### src/rtl/ip_tx_pkg.sv
// Shared types and constants for the IP transmit arbiter.
package ip_tx_pkg;

  typedef enum logic [2:0] {
    IDLE  = 3'd0,
    CLR   = 3'd1,
    RUN   = 3'd2,
    DONE  = 3'd3,
    ABORT = 3'd4
  } state_t;

  localparam logic [7:0] PROTO_UDP  = 8'd17;
  localparam logic [7:0] PROTO_TCP  = 8'd6;
  localparam logic [3:0] IP_VERSION = 4'd4;
  localparam logic [3:0] IP_IHL     = 4'd5;

  // Per-packet header fields captured from the winning requester.
  typedef struct packed {
    logic [15:0] len;
    logic [15:0] checksum;
    logic [31:0] src_ip;
    logic [31:0] dest_ip;
  } hdr_t;

  function automatic logic [7:0] proto_of(input logic is_tcp);
    return is_tcp ? PROTO_TCP : PROTO_UDP;
  endfunction

endpackage

### src/rtl/ip_tx_arbiter_if.sv
// Requester-side bundle between one transport encoder and the arbiter.
// master = transport encoder, slave = arbiter.
interface ip_tx_arbiter_if;
  logic        req;
  logic [15:0] len;
  logic [15:0] checksum;
  logic [31:0] src_ip;
  logic [31:0] dest_ip;
  logic [31:0] data;
  logic        data_av;
  logic        gnt;
  logic        done;

  modport master (
    output req, len, checksum, src_ip, dest_ip, data, data_av,
    input  gnt, done
  );

  modport slave (
    input  req, len, checksum, src_ip, dest_ip, data, data_av,
    output gnt, done
  );
endinterface

### src/rtl/ip_tx_arbiter_rr_arb2.sv
// Two-way round-robin grant decision; purely combinational.
module rr_arb2 (
  input  logic [1:0] req,
  input  logic       rr_last,
  output logic       valid,
  output logic       sel
);

  // A lone requester wins; on a tie the one that was not served last wins.
  always_comb begin
    valid = |req;
    sel   = 1'b0;
    case (req)
      2'b01:   sel = 1'b0;
      2'b10:   sel = 1'b1;
      2'b11:   sel = ~rr_last;
      default: sel = 1'b0;
    endcase
  end

endmodule

### src/rtl/ip_tx_arbiter.sv
// Shares one IP encoder between the UDP (port 0) and TCP (port 1) transport
// encoders: round-robin grant, encoder sequencing (reset, start, stream, fin),
// header/data muxing and the IP identification counter.
// Optional build macro IP_ARB_TIMEOUT_EN adds a RUN-state watchdog and the
// timeout_err output.
module ip_tx_arbiter
  import ip_tx_pkg::*;
#(
  parameter logic [15:0] ID_INIT = 16'h0000,
  parameter logic [7:0]  TTL     = 8'h40,
  parameter logic [7:0]  TOS     = 8'h00
`ifdef IP_ARB_TIMEOUT_EN
  ,
  parameter int          TIMEOUT_CYCLES = 1024
`endif
) (
  input  logic                  clk,
  input  logic                  reset,
  ip_tx_arbiter_if.slave        udp,
  ip_tx_arbiter_if.slave        tcp,
  output logic                  enc_reset,
  output logic                  enc_start,
  output logic                  enc_check,
  output logic [7:0]            enc_protocol,
  output logic [15:0]           enc_identification,
  output logic [7:0]            enc_ttl,
  output logic [7:0]            enc_tos,
  output logic [15:0]           enc_len,
  output logic [15:0]           enc_checksum,
  output logic [31:0]           enc_src_ip,
  output logic [31:0]           enc_dest_ip,
  output logic [31:0]           enc_data,
  output logic                  enc_data_av,
  input  logic                  enc_fin,
  output logic                  busy
`ifdef IP_ARB_TIMEOUT_EN
  ,
  output logic                  timeout_err
`endif
);

  state_t      state;
  state_t      state_nxt;
  logic        sel;
  logic        rr_last;
  logic        run_first;
  logic [15:0] ident;
  hdr_t        hdr;
  logic        arb_valid;
  logic        arb_sel;
  logic        hdr_on;
  logic        in_run;
  logic        active;

  rr_arb2 u_arb (
    .req     ({tcp.req, udp.req}),
    .rr_last (rr_last),
    .valid   (arb_valid),
    .sel     (arb_sel)
  );

`ifdef IP_ARB_TIMEOUT_EN
  logic [15:0] run_cnt;

  // Watchdog: cleared on the way into RUN, counts every RUN cycle.
  always_ff @(posedge clk or negedge reset) begin
    if (!reset) begin
      run_cnt <= '0;
    end else if (state == CLR) begin
      run_cnt <= '0;
    end else if (state == RUN) begin
      run_cnt <= run_cnt + 16'd1;
    end
  end

  assign timeout_err = (state == ABORT);
`endif

  // State register.
  always_ff @(posedge clk or negedge reset) begin
    if (!reset) begin
      state <= IDLE;
    end else begin
      state <= state_nxt;
    end
  end

  // Next-state decision.
  always_comb begin
    state_nxt = state;
    case (state)
      IDLE:  if (arb_valid) state_nxt = CLR;
      CLR:   state_nxt = RUN;
      RUN: begin
        if (enc_fin) begin
          state_nxt = DONE;
        end
`ifdef IP_ARB_TIMEOUT_EN
        else if (run_cnt == 16'(TIMEOUT_CYCLES - 1)) begin
          state_nxt = ABORT;
        end
`endif
      end
      DONE:    state_nxt = IDLE;
      ABORT:   state_nxt = IDLE;
      default: state_nxt = IDLE;
    endcase
  end

  // Control state: owner, fairness history, first-RUN marker, identification.
  always_ff @(posedge clk or negedge reset) begin
    if (!reset) begin
      sel       <= 1'b0;
      rr_last   <= 1'b1;
      run_first <= 1'b0;
      ident     <= ID_INIT;
    end else begin
      run_first <= (state == CLR);
      if (state == IDLE && arb_valid) begin
        sel <= arb_sel;
      end
      if (state == DONE) begin
        rr_last <= sel;
        ident   <= ident + 16'd1;
      end
      if (state == ABORT) begin
        rr_last <= sel;
      end
    end
  end

  // Header snapshot taken on grant; later requester changes are ignored.
  always_ff @(posedge clk) begin
    if (state == IDLE && arb_valid) begin
      hdr <= arb_sel ? hdr_t'{tcp.len, tcp.checksum, tcp.src_ip, tcp.dest_ip}
                     : hdr_t'{udp.len, udp.checksum, udp.src_ip, udp.dest_ip};
    end
  end

  assign hdr_on = (state != IDLE);
  assign in_run = (state == RUN);
  assign active = (state == CLR) || (state == RUN);

  assign udp.gnt  = active & ~sel;
  assign tcp.gnt  = active &  sel;
  assign udp.done = (state == DONE) & ~sel;
  assign tcp.done = (state == DONE) &  sel;

  assign enc_reset          = ~reset | (state == CLR) | (state == ABORT);
  assign enc_start          = in_run & run_first;
  assign enc_check          = hdr_on & sel;
  assign enc_protocol       = hdr_on ? proto_of(sel) : 8'd0;
  assign enc_identification = ident;
  assign enc_ttl            = TTL;
  assign enc_tos            = TOS;
  assign enc_len            = hdr_on ? hdr.len      : 16'd0;
  assign enc_checksum       = hdr_on ? hdr.checksum : 16'd0;
  assign enc_src_ip         = hdr_on ? hdr.src_ip   : 32'd0;
  assign enc_dest_ip        = hdr_on ? hdr.dest_ip  : 32'd0;
  assign enc_data           = in_run ? (sel ? tcp.data : udp.data) : 32'd0;
  assign enc_data_av        = in_run & (sel ? tcp.data_av : udp.data_av);
  assign busy               = hdr_on;

endmodule
### src/flat_wrapper.sv
// flat-port wrapper written by rule: the top's interface ports become plain ports
module ip_tx_arbiter_flat import ip_tx_pkg::*;
#(
  parameter logic [15:0] ID_INIT = 16'h0000,
  parameter logic [7:0]  TTL     = 8'h40,
  parameter logic [7:0]  TOS     = 8'h00

)
  (clk, reset, enc_reset, enc_start, enc_check, enc_protocol, enc_identification, enc_ttl, enc_tos, enc_len, enc_checksum, enc_src_ip, enc_dest_ip, enc_data, enc_data_av, enc_fin, busy, udp_req, udp_len, udp_checksum, udp_src_ip, udp_dest_ip, udp_data, udp_data_av, udp_gnt, udp_done, tcp_req, tcp_len, tcp_checksum, tcp_src_ip, tcp_dest_ip, tcp_data, tcp_data_av, tcp_gnt, tcp_done);
  ip_tx_arbiter_if udp_i ();
  ip_tx_arbiter_if tcp_i ();
  input  logic clk;
  input  logic reset;
  output logic enc_reset;
  output logic enc_start;
  output logic enc_check;
  output logic [7:0] enc_protocol;
  output logic [15:0] enc_identification;
  output logic [7:0] enc_ttl;
  output logic [7:0] enc_tos;
  output logic [15:0] enc_len;
  output logic [15:0] enc_checksum;
  output logic [31:0] enc_src_ip;
  output logic [31:0] enc_dest_ip;
  output logic [31:0] enc_data;
  output logic enc_data_av;
  input  logic enc_fin;
  output logic busy;
  input wire logic [$bits(udp_i.req)-1:0] udp_req;
  input wire logic [$bits(udp_i.len)-1:0] udp_len;
  input wire logic [$bits(udp_i.checksum)-1:0] udp_checksum;
  input wire logic [$bits(udp_i.src_ip)-1:0] udp_src_ip;
  input wire logic [$bits(udp_i.dest_ip)-1:0] udp_dest_ip;
  input wire logic [$bits(udp_i.data)-1:0] udp_data;
  input wire logic [$bits(udp_i.data_av)-1:0] udp_data_av;
  output wire logic [$bits(udp_i.gnt)-1:0] udp_gnt;
  output wire logic [$bits(udp_i.done)-1:0] udp_done;
  input wire logic [$bits(tcp_i.req)-1:0] tcp_req;
  input wire logic [$bits(tcp_i.len)-1:0] tcp_len;
  input wire logic [$bits(tcp_i.checksum)-1:0] tcp_checksum;
  input wire logic [$bits(tcp_i.src_ip)-1:0] tcp_src_ip;
  input wire logic [$bits(tcp_i.dest_ip)-1:0] tcp_dest_ip;
  input wire logic [$bits(tcp_i.data)-1:0] tcp_data;
  input wire logic [$bits(tcp_i.data_av)-1:0] tcp_data_av;
  output wire logic [$bits(tcp_i.gnt)-1:0] tcp_gnt;
  output wire logic [$bits(tcp_i.done)-1:0] tcp_done;
  assign udp_i.req = udp_req;
  assign udp_i.len = udp_len;
  assign udp_i.checksum = udp_checksum;
  assign udp_i.src_ip = udp_src_ip;
  assign udp_i.dest_ip = udp_dest_ip;
  assign udp_i.data = udp_data;
  assign udp_i.data_av = udp_data_av;
  assign udp_gnt = udp_i.gnt;
  assign udp_done = udp_i.done;
  assign tcp_i.req = tcp_req;
  assign tcp_i.len = tcp_len;
  assign tcp_i.checksum = tcp_checksum;
  assign tcp_i.src_ip = tcp_src_ip;
  assign tcp_i.dest_ip = tcp_dest_ip;
  assign tcp_i.data = tcp_data;
  assign tcp_i.data_av = tcp_data_av;
  assign tcp_gnt = tcp_i.gnt;
  assign tcp_done = tcp_i.done;
  ip_tx_arbiter #(.ID_INIT(ID_INIT), .TTL(TTL), .TOS(TOS)) u_core (.clk(clk), .reset(reset), .udp(udp_i), .tcp(tcp_i), .enc_reset(enc_reset), .enc_start(enc_start), .enc_check(enc_check), .enc_protocol(enc_protocol), .enc_identification(enc_identification), .enc_ttl(enc_ttl), .enc_tos(enc_tos), .enc_len(enc_len), .enc_checksum(enc_checksum), .enc_src_ip(enc_src_ip), .enc_dest_ip(enc_dest_ip), .enc_data(enc_data), .enc_data_av(enc_data_av), .enc_fin(enc_fin), .busy(busy));
endmodule
### config.mk
export PLATFORM = sky130hd
export DESIGN_NAME = ip_tx_arbiter_flat
export DESIGN_NICKNAME = d
export VERILOG_FILES = /design/src/rtl/ip_tx_pkg.sv /design/src/rtl/ip_tx_arbiter_if.sv /design/src/rtl/ip_tx_arbiter_rr_arb2.sv /design/src/rtl/ip_tx_arbiter.sv /design/src/flat_wrapper.sv
export SDC_FILE = /design/constraint.sdc
export NUM_CORES = 1
export LEC_CHECK = 0
export ABC_AREA = 0
export CAP_MARGIN = 0
export CORE_AREA = 2 2 170 172
export CTS_CLUSTER_SIZE = 28
export DETAILED_ROUTE_END_ITERATION = 6
export DIE_AREA = 0 0 172 174
export GPL_TIMING_DRIVEN = 0
export PLACE_DENSITY = 0.65
export RECOVER_POWER = 25
export SYNTH_ARGS = -nofsm -noshare
export SYNTH_HDL_FRONTEND = slang
export SYNTH_SLANG_ARGS = --single-unit
### constraint.sdc
create_clock -name clk -period 15.05 [get_ports clk]
set_clock_uncertainty 0.1 [all_clocks]
set_input_delay 2.2575 -clock clk [delete_from_list [all_inputs] [get_ports clk]]
set_output_delay 2.2575 -clock clk [all_outputs]
set_load 0.02 [all_outputs]
==> reports/qor.yml, run 1 <==
critPathMaxStageDelay_ns: 1.19
core_mm2: 0.0282
synth_cells: 499
hold_class: "flop to flop"
vdd_drop_max_uv: 76.9
power_density_mw_per_mm2: 169
p_int_mw: 1.22
swShare_pct: 38.3
path_clk_slew_ns: 0.05
dr.pass1.iters: 4
crit_arrival_ns: 4.14
grtUsageTotal_pct: 14.9
synth.yosys.seq_area_share_pct: 53.5
cts_tree: "yes"
path_class: "input pin to output port"
grt_max_degree: 35
ant_nets: 0
cts_hold_buf: 0
num_io_pins: 440
switchingPower_mw: 0.753
viasPerCell: 4.04
drc: 0
cp-end-kind: "output port"
die_h_um: 174
gp_congestion: 0.805
grt_pass1_wl_um: 32800
r2r_slack_ns: 10.88
drt_iter0_markers: 165
path_buf_inv: 2
syn_to_final_growth_pct: 83.1
routed_wl_um: 23200
slowest_stage: "dlygate4sd3_1"
initial_core_util_pct: 22.6
min_from: "u_core.enc_identification[15]"
avgSynthCellArea_um2: 12.8
period_share_pct: 43.2
maxCapViolCount: 2
wire_per_inst_um: 17.1
portBuffers: 419
final_common_cell: "clkdlybuf4s50_1"
fin_nets: 1226
cp.required_ns: 12.69
synth_area_mm2: 0.00638
power_frac_seq_pct: 25.2
rows: 62
dp.cells: 1323
fmax_mhz: 154
totalNegativeSetupSlack_ns: 0
setup_viol: 0
cts_buffers: 17
die_area_mm2: 0.0299
max_slew_margin_pct: -26.7
worst_slew_pin_slew_ns: 1.90
status: "complete, but fails checks"
clockPowerShare_pct: 19.7
die_x_um: 172
ctsResizeCount: 0
r2r-start: "u_core.state[0]"
leakage_nw: 4.38
synth_seq_cells: 117
clk-insertion-delay-late_ns: 0.40
path_max_fanout: 22
finalNonFillerCells: 1355
drv_slew: 61
period_needed_ns: 6.50
cp-start-kind: "input pin"
cts.path.max_buffers: 2
cts_sinks: 117
grt_overflow_total: 0
synth_cell_type_count: 29
post_cts_buffers: 0
cp_top_family: "buffers and inverters"
rsz0062_at_grt: "false"
grt_pass1_vias: 5629
timing.final.hold_violations: 0
mostFrequentLayoutCells: "clkdlybuf4s50_1 (417), mux2_2 (99), nor2b_1 (98), edfxtp_1 (96), nor2_1 (40)"
antenna_found_initial: 2
cts.root.buffer_cell: "clkbuf_16"
cts_max_level: 4
violations: "capacitance limit, slew limit"
dr_total_vias: 5476
pwr-share-comb_pct: 55.1
ys_warn_count: 0
worstSetupStartpoint: "reset"
path_cells: "dlygate4sd3_1 > nand2b_1 > clkdlybuf4s50_1"
place_hpwl_um: 18700
drive_gt1_share_pct: 17.1
[sequential cells by signal, summed over array words and instances, names as in the netlist]
signal	flops
u_core.state	2
u_core.run_first	1
u_core.sel	1
u_core.enc_identification	16
u_core.hdr	96
u_core.rr_last	1
[metal layers]
metal / vias up / global-route usage, % / part of all wire, %
met2: 280 / 27.8 / 52
li1: 2628 / - / -
met3: 12 / 5.58 / 9.8
met1: 2556 / 15.7 / 37
met5: - / 0 / 0
met4: 0 / 3.47 / 0.96
[logic make-up after synthesis]
| group | after synthesis | synth area share [%] |
|---|---|---|
| AOI/OAI and AO/OA | 4 | 0.530 |
| buffers and inverters | 59 | 5.45 |
| xor gates and xnor gates | 15 | 2.06 |
| adders and majority gates | 5 | 0.981 |
| and+or+nand+nor | 165 | 14.8 |
| muxes | 132 | 22.7 |
| other | 2 | 0.118 |
| DFF | 117 | 53.5 |
[synth_stat cells (all sizes together)]
library cell | count | share of area [%]
nand2 | 6 | 0.35
nand3 | 3 | 0.24
nor2b | 98 | 9.6
mux2 | 99 | 17
nand2b | 1 | 0.098
buf | 38 | 4.2
a21boi | 1 | 0.18
a2bb2oi | 1 | 0.14
inv | 5 | 0.29
edfxtp | 96 | 45
nor4 | 6 | 0.59
clkinv | 1 | 0.059
xor2 | 11 | 1.5
dfstp | 1 | 0.41
nand4 | 6 | 1.1
ha | 5 | 0.98
o22a | 1 | 0.14
nor2 | 40 | 2.4
and2 | 3 | 0.29
xnor2 | 4 | 0.55
conb | 2 | 0.12
o21ai | 1 | 0.078
mux2i | 33 | 5.2
dfrtp | 20 | 7.8
clkbuf | 15 | 0.88
nor3 | 2 | 0.16
[final timing paths]
kind / to / cells past startpoint
worst max register to register: u_core.hdr[50] / 7
worst min register to register: u_core.enc_identification[15] / 1
max in group asynchronous: u_core.enc_identification[0] / 1
worst min-delay path: u_core.enc_identification[15] / 1
worst max-delay path: enc_reset / 3
min in group asynchronous: u_core.sel / 1
[layout make-up]
| class | count | area [µm²] |
|---|---|---|
| diodes | 1 | 2.50 |
| plain buffers | 53 | 324 |
| clock buffers | 19 | 433 |
| clock inverters | 12 | 114 |
| fillers | 2766 | 16600 |
| inverters | 6 | 22.5 |
| multi-input cells | 341 | 2670 |
| flip-flops and latches | 117 | 3410 |
| well taps | 384 | 480 |
| repair buffers | 422 | 4220 |
[power by group through the flow]
stage	Combinational, mW	Clock, mW	Sequential, mW
6_report	1.09	0.388	0.495
4_1_cts	1.12	0.400	0.494
5_1_grt	1.16	0.417	0.505
3_5_place_dp	1.11	0	0.500
3_3_place_gp	1.09	0	0.520
2_1_floorplan	0.553	0	0.515
[metrics by stage]
step                setup slack (ns)  utilization [%]  power (mW)  hold WS [ns]  instance area [µm²]
floorplan                       8.03                -        1.07         0.417                 6450
global placement                4.66             39.4        1.61         0.362                11100
detailed placement              8.52             39.6        1.61         0.363                11200
CTS                             8.52             41.6        2.01         0.370                11700
global route                    8.38             41.4        2.08         0.424                11700
finish                          8.55             41.4        1.97         0.369                11700
(Power assumes the default switching activity.)
==> inputs of run 2 (changes only) <==
- CORE_AREA: 2 2 170 172 -> 2 2 172 174
- DIE_AREA: 0 0 172 174 -> 0 0 174 176
- PLACE_DENSITY: 0.65 -> 0.64
- clock period: 15.05 -> 6.05 ns (I/O delays scaled with it)
==> reports/qor.yml, run 2 (synthesized netlist as in run 1, its figures left out) <==
final_common_cell: "clkdlybuf4s50_1"
cts_max_level: 4  # unchanged
die_x_um: 174  # +1.2%
cts.path.max_buffers: 2  # unchanged
cp-start-kind: "flop"
path_max_fanout: 10  # -55%
routed_wl_um: 23900  # +3.1%
largest_reg_flops: 96  # unchanged
syn_to_final_growth_pct: 84.3
period_needed_ns: 3.96
viasPerCell: 4.04  # about the same
post_cts_buffers: 0  # unchanged
cts_buffers: 17  # unchanged
die_h_um: 176  # +1.1%
portBuffers: 419  # unchanged
leakage_nw: 4.44  # +1.4%
power_mw: 5.01  # +150%
cts.root.buffer_cell: "clkbuf_16"
cts_sinks: 117  # unchanged
dr_total_vias: 5478  # +0.037%
worst_slew_pin_slew_ns: 1.44  # -0.456 ns
antenna_found_initial: 2  # unchanged
top_register: "u_core.hdr"
rows: 62  # unchanged
maxCapViolCount: 0  # -2
grt_overflow_total: 0  # unchanged
path_class: "flop to output port"
clk-insertion-delay-late_ns: 0.41  # about the same
drt_iter0_markers: 176  # +6.7%
gp_congestion: 0.791  # -1.7%
grt_pass1_vias: 5772  # +2.5%
vdd_drop_max_uv: 149  # +94%
die_area_mm2: 0.0306  # +2.3%
grt_pass1_wl_um: 34900  # +6.4%
mostFrequentLayoutCells: "clkdlybuf4s50_1 (401), nor2b_1 (98), edfxtp_1 (96), mux2_2 (95), nor2_1 (40)"
pre_cts_slack_ns: 2.06  # -6.46 ns
cp-end-kind: "output port"
drive_gt1_share_pct: 16.7  # -0.43 points
cts_tree: "yes"
status: "finished clean"
drv_slew: 0  # -100%
dr.pass1.iters: 4  # unchanged
grt_max_degree: 35  # unchanged
grtUsageTotal_pct: 15.3  # +0.39 points
fill_cells: 2771  # +0.18%
fin_nets: 1226  # unchanged
initial_core_util_pct: 22.3  # -0.25 points
drc: 0  # unchanged
setup_viol: 0  # unchanged
cts_hold_buf: 0  # unchanged
max_slew_margin_pct: 2.86  # +30 points
power_density_mw_per_mm2: 426  # +150%
setup_ws_ns: 2.09  # -6.46 ns
wire_per_inst_um: 17.7  # +3.1%
place_hpwl_um: 19300  # +3.2%
grt_util_met1_pct: 16.8  # +1.1 points
dpl_cell_area_mm2: 0.0112  # unchanged
grt_use_met3_pct: 5.34  # -0.24 points
hold_class: "flop to flop"
cp.required_ns: 5.04  # -7.65 ns
ctsResizeCount: 0  # unchanged
num_io_pins: 440  # unchanged
grt_use_met2_pct: 28.3  # +0.49 points
period_share_pct: 65.4
antenna_cells: 0  # -1
timing.final.hold_violations: 0  # unchanged
core_mm2: 0.0285  # +1.1%
path_clk_slew_ns: 0.07  # +0.02 ns
fin_area_mm2: 0.0118  # +0.65%
ant_nets: 0  # unchanged
fmax_mhz: 253
crit_arrival_ns: 2.95  # -1.19 ns
rsz0062_at_grt: "false"
busiest_layer: "met2"
-- run 2: cell types whose count changed in the layout (fill, tap and decap cells not counted), sizes merged --
cell / before / now
clkdlybuf4s50: 417 / 401
diode: 1 / 0
clkinvlp: 3 / 4
bufinv: 2 / 3
inv: 5 / 7
clkbuf: 37 / 39
buf: 38 / 34
dlygate4sd3: 2 / 18
clkinv: 8 / 7
-- run 2: area by class of cell --
class                           instances  area, µm²  share of cell area (%)
Clock inverter                         15        181                    1.54
Tap cell                              384        480                    4.09
Buffer                                 53        314                    2.67
Multi-Input combinational cell        341       2670                    22.7
Clock buffer                           17        425                    3.62
Timing Repair Buffer                  422       4250                    36.2
Sequential cell                       117       3410                    29.0
Inverter                                6       22.5                   0.192
-- run 2: stage by stage --
step | utilization [%] | cells | hold slack [ns] | setup TNS, ns
2_1_floorplan | - | 517 | 0.417 | 0
3_3_place_gp | 39.0 | 1320 | 0.357 | -261.57
3_5_place_dp | 39.2 | 1323 | 0.361 | 0
4_1_cts | 41.3 | 1355 | 0.377 | 0
5_1_grt | 41.2 | 1355 | 0.387 | 0
6_report | 41.2 | 1355 | 0.370 | 0
-- run 2: report_power, final --
part	switching, mW	leakage [nW]	internal [mW]
clock	0.404	0.283	0.651
combinational	1.46	2.99	1.27
sequential	0.0692	1.17	1.15
total	1.93	4.44	3.08
-- run 2: routing by layer --
metal | vias to the layer above | share of wire, %
li1 | 2621 | -
met1 | 2570 | 38
met2 | 279 | 53
met3 | 8 | 8.6
met4 | 0 | 0.76
met5 | - | 0
-- run 2: final timing paths --
kind | from | endpoint | slack, ns | depth (start not counted)
worst min-delay path | u_core.enc_identification[15] | u_core.enc_identification[15] | 0.37 | 1
worst max-delay path | u_core.state[1] | enc_src_ip[2] | 2.09 | 6
max in group asynchronous | reset | u_core.enc_identification[2] | 4.22 | 1
min in group asynchronous | reset | u_core.enc_identification[14] | 1.01 | 1
worst min register to register | u_core.enc_identification[15] | u_core.enc_identification[15] | 0.37 | 1
worst max register to register | u_core.state[1] | u_core.hdr[60] | 2.88 | 7
-- run 2: worst max-delay path: stages (launching register included) --
cell and delay, ns:
dfrtp_1 0.42, inv_1 0.10, ha_1 0.19, clkbuf_1 0.62, clkbuf_1 0.48, nor2b_1 0.14
clkdlybuf4s50_1 0.59
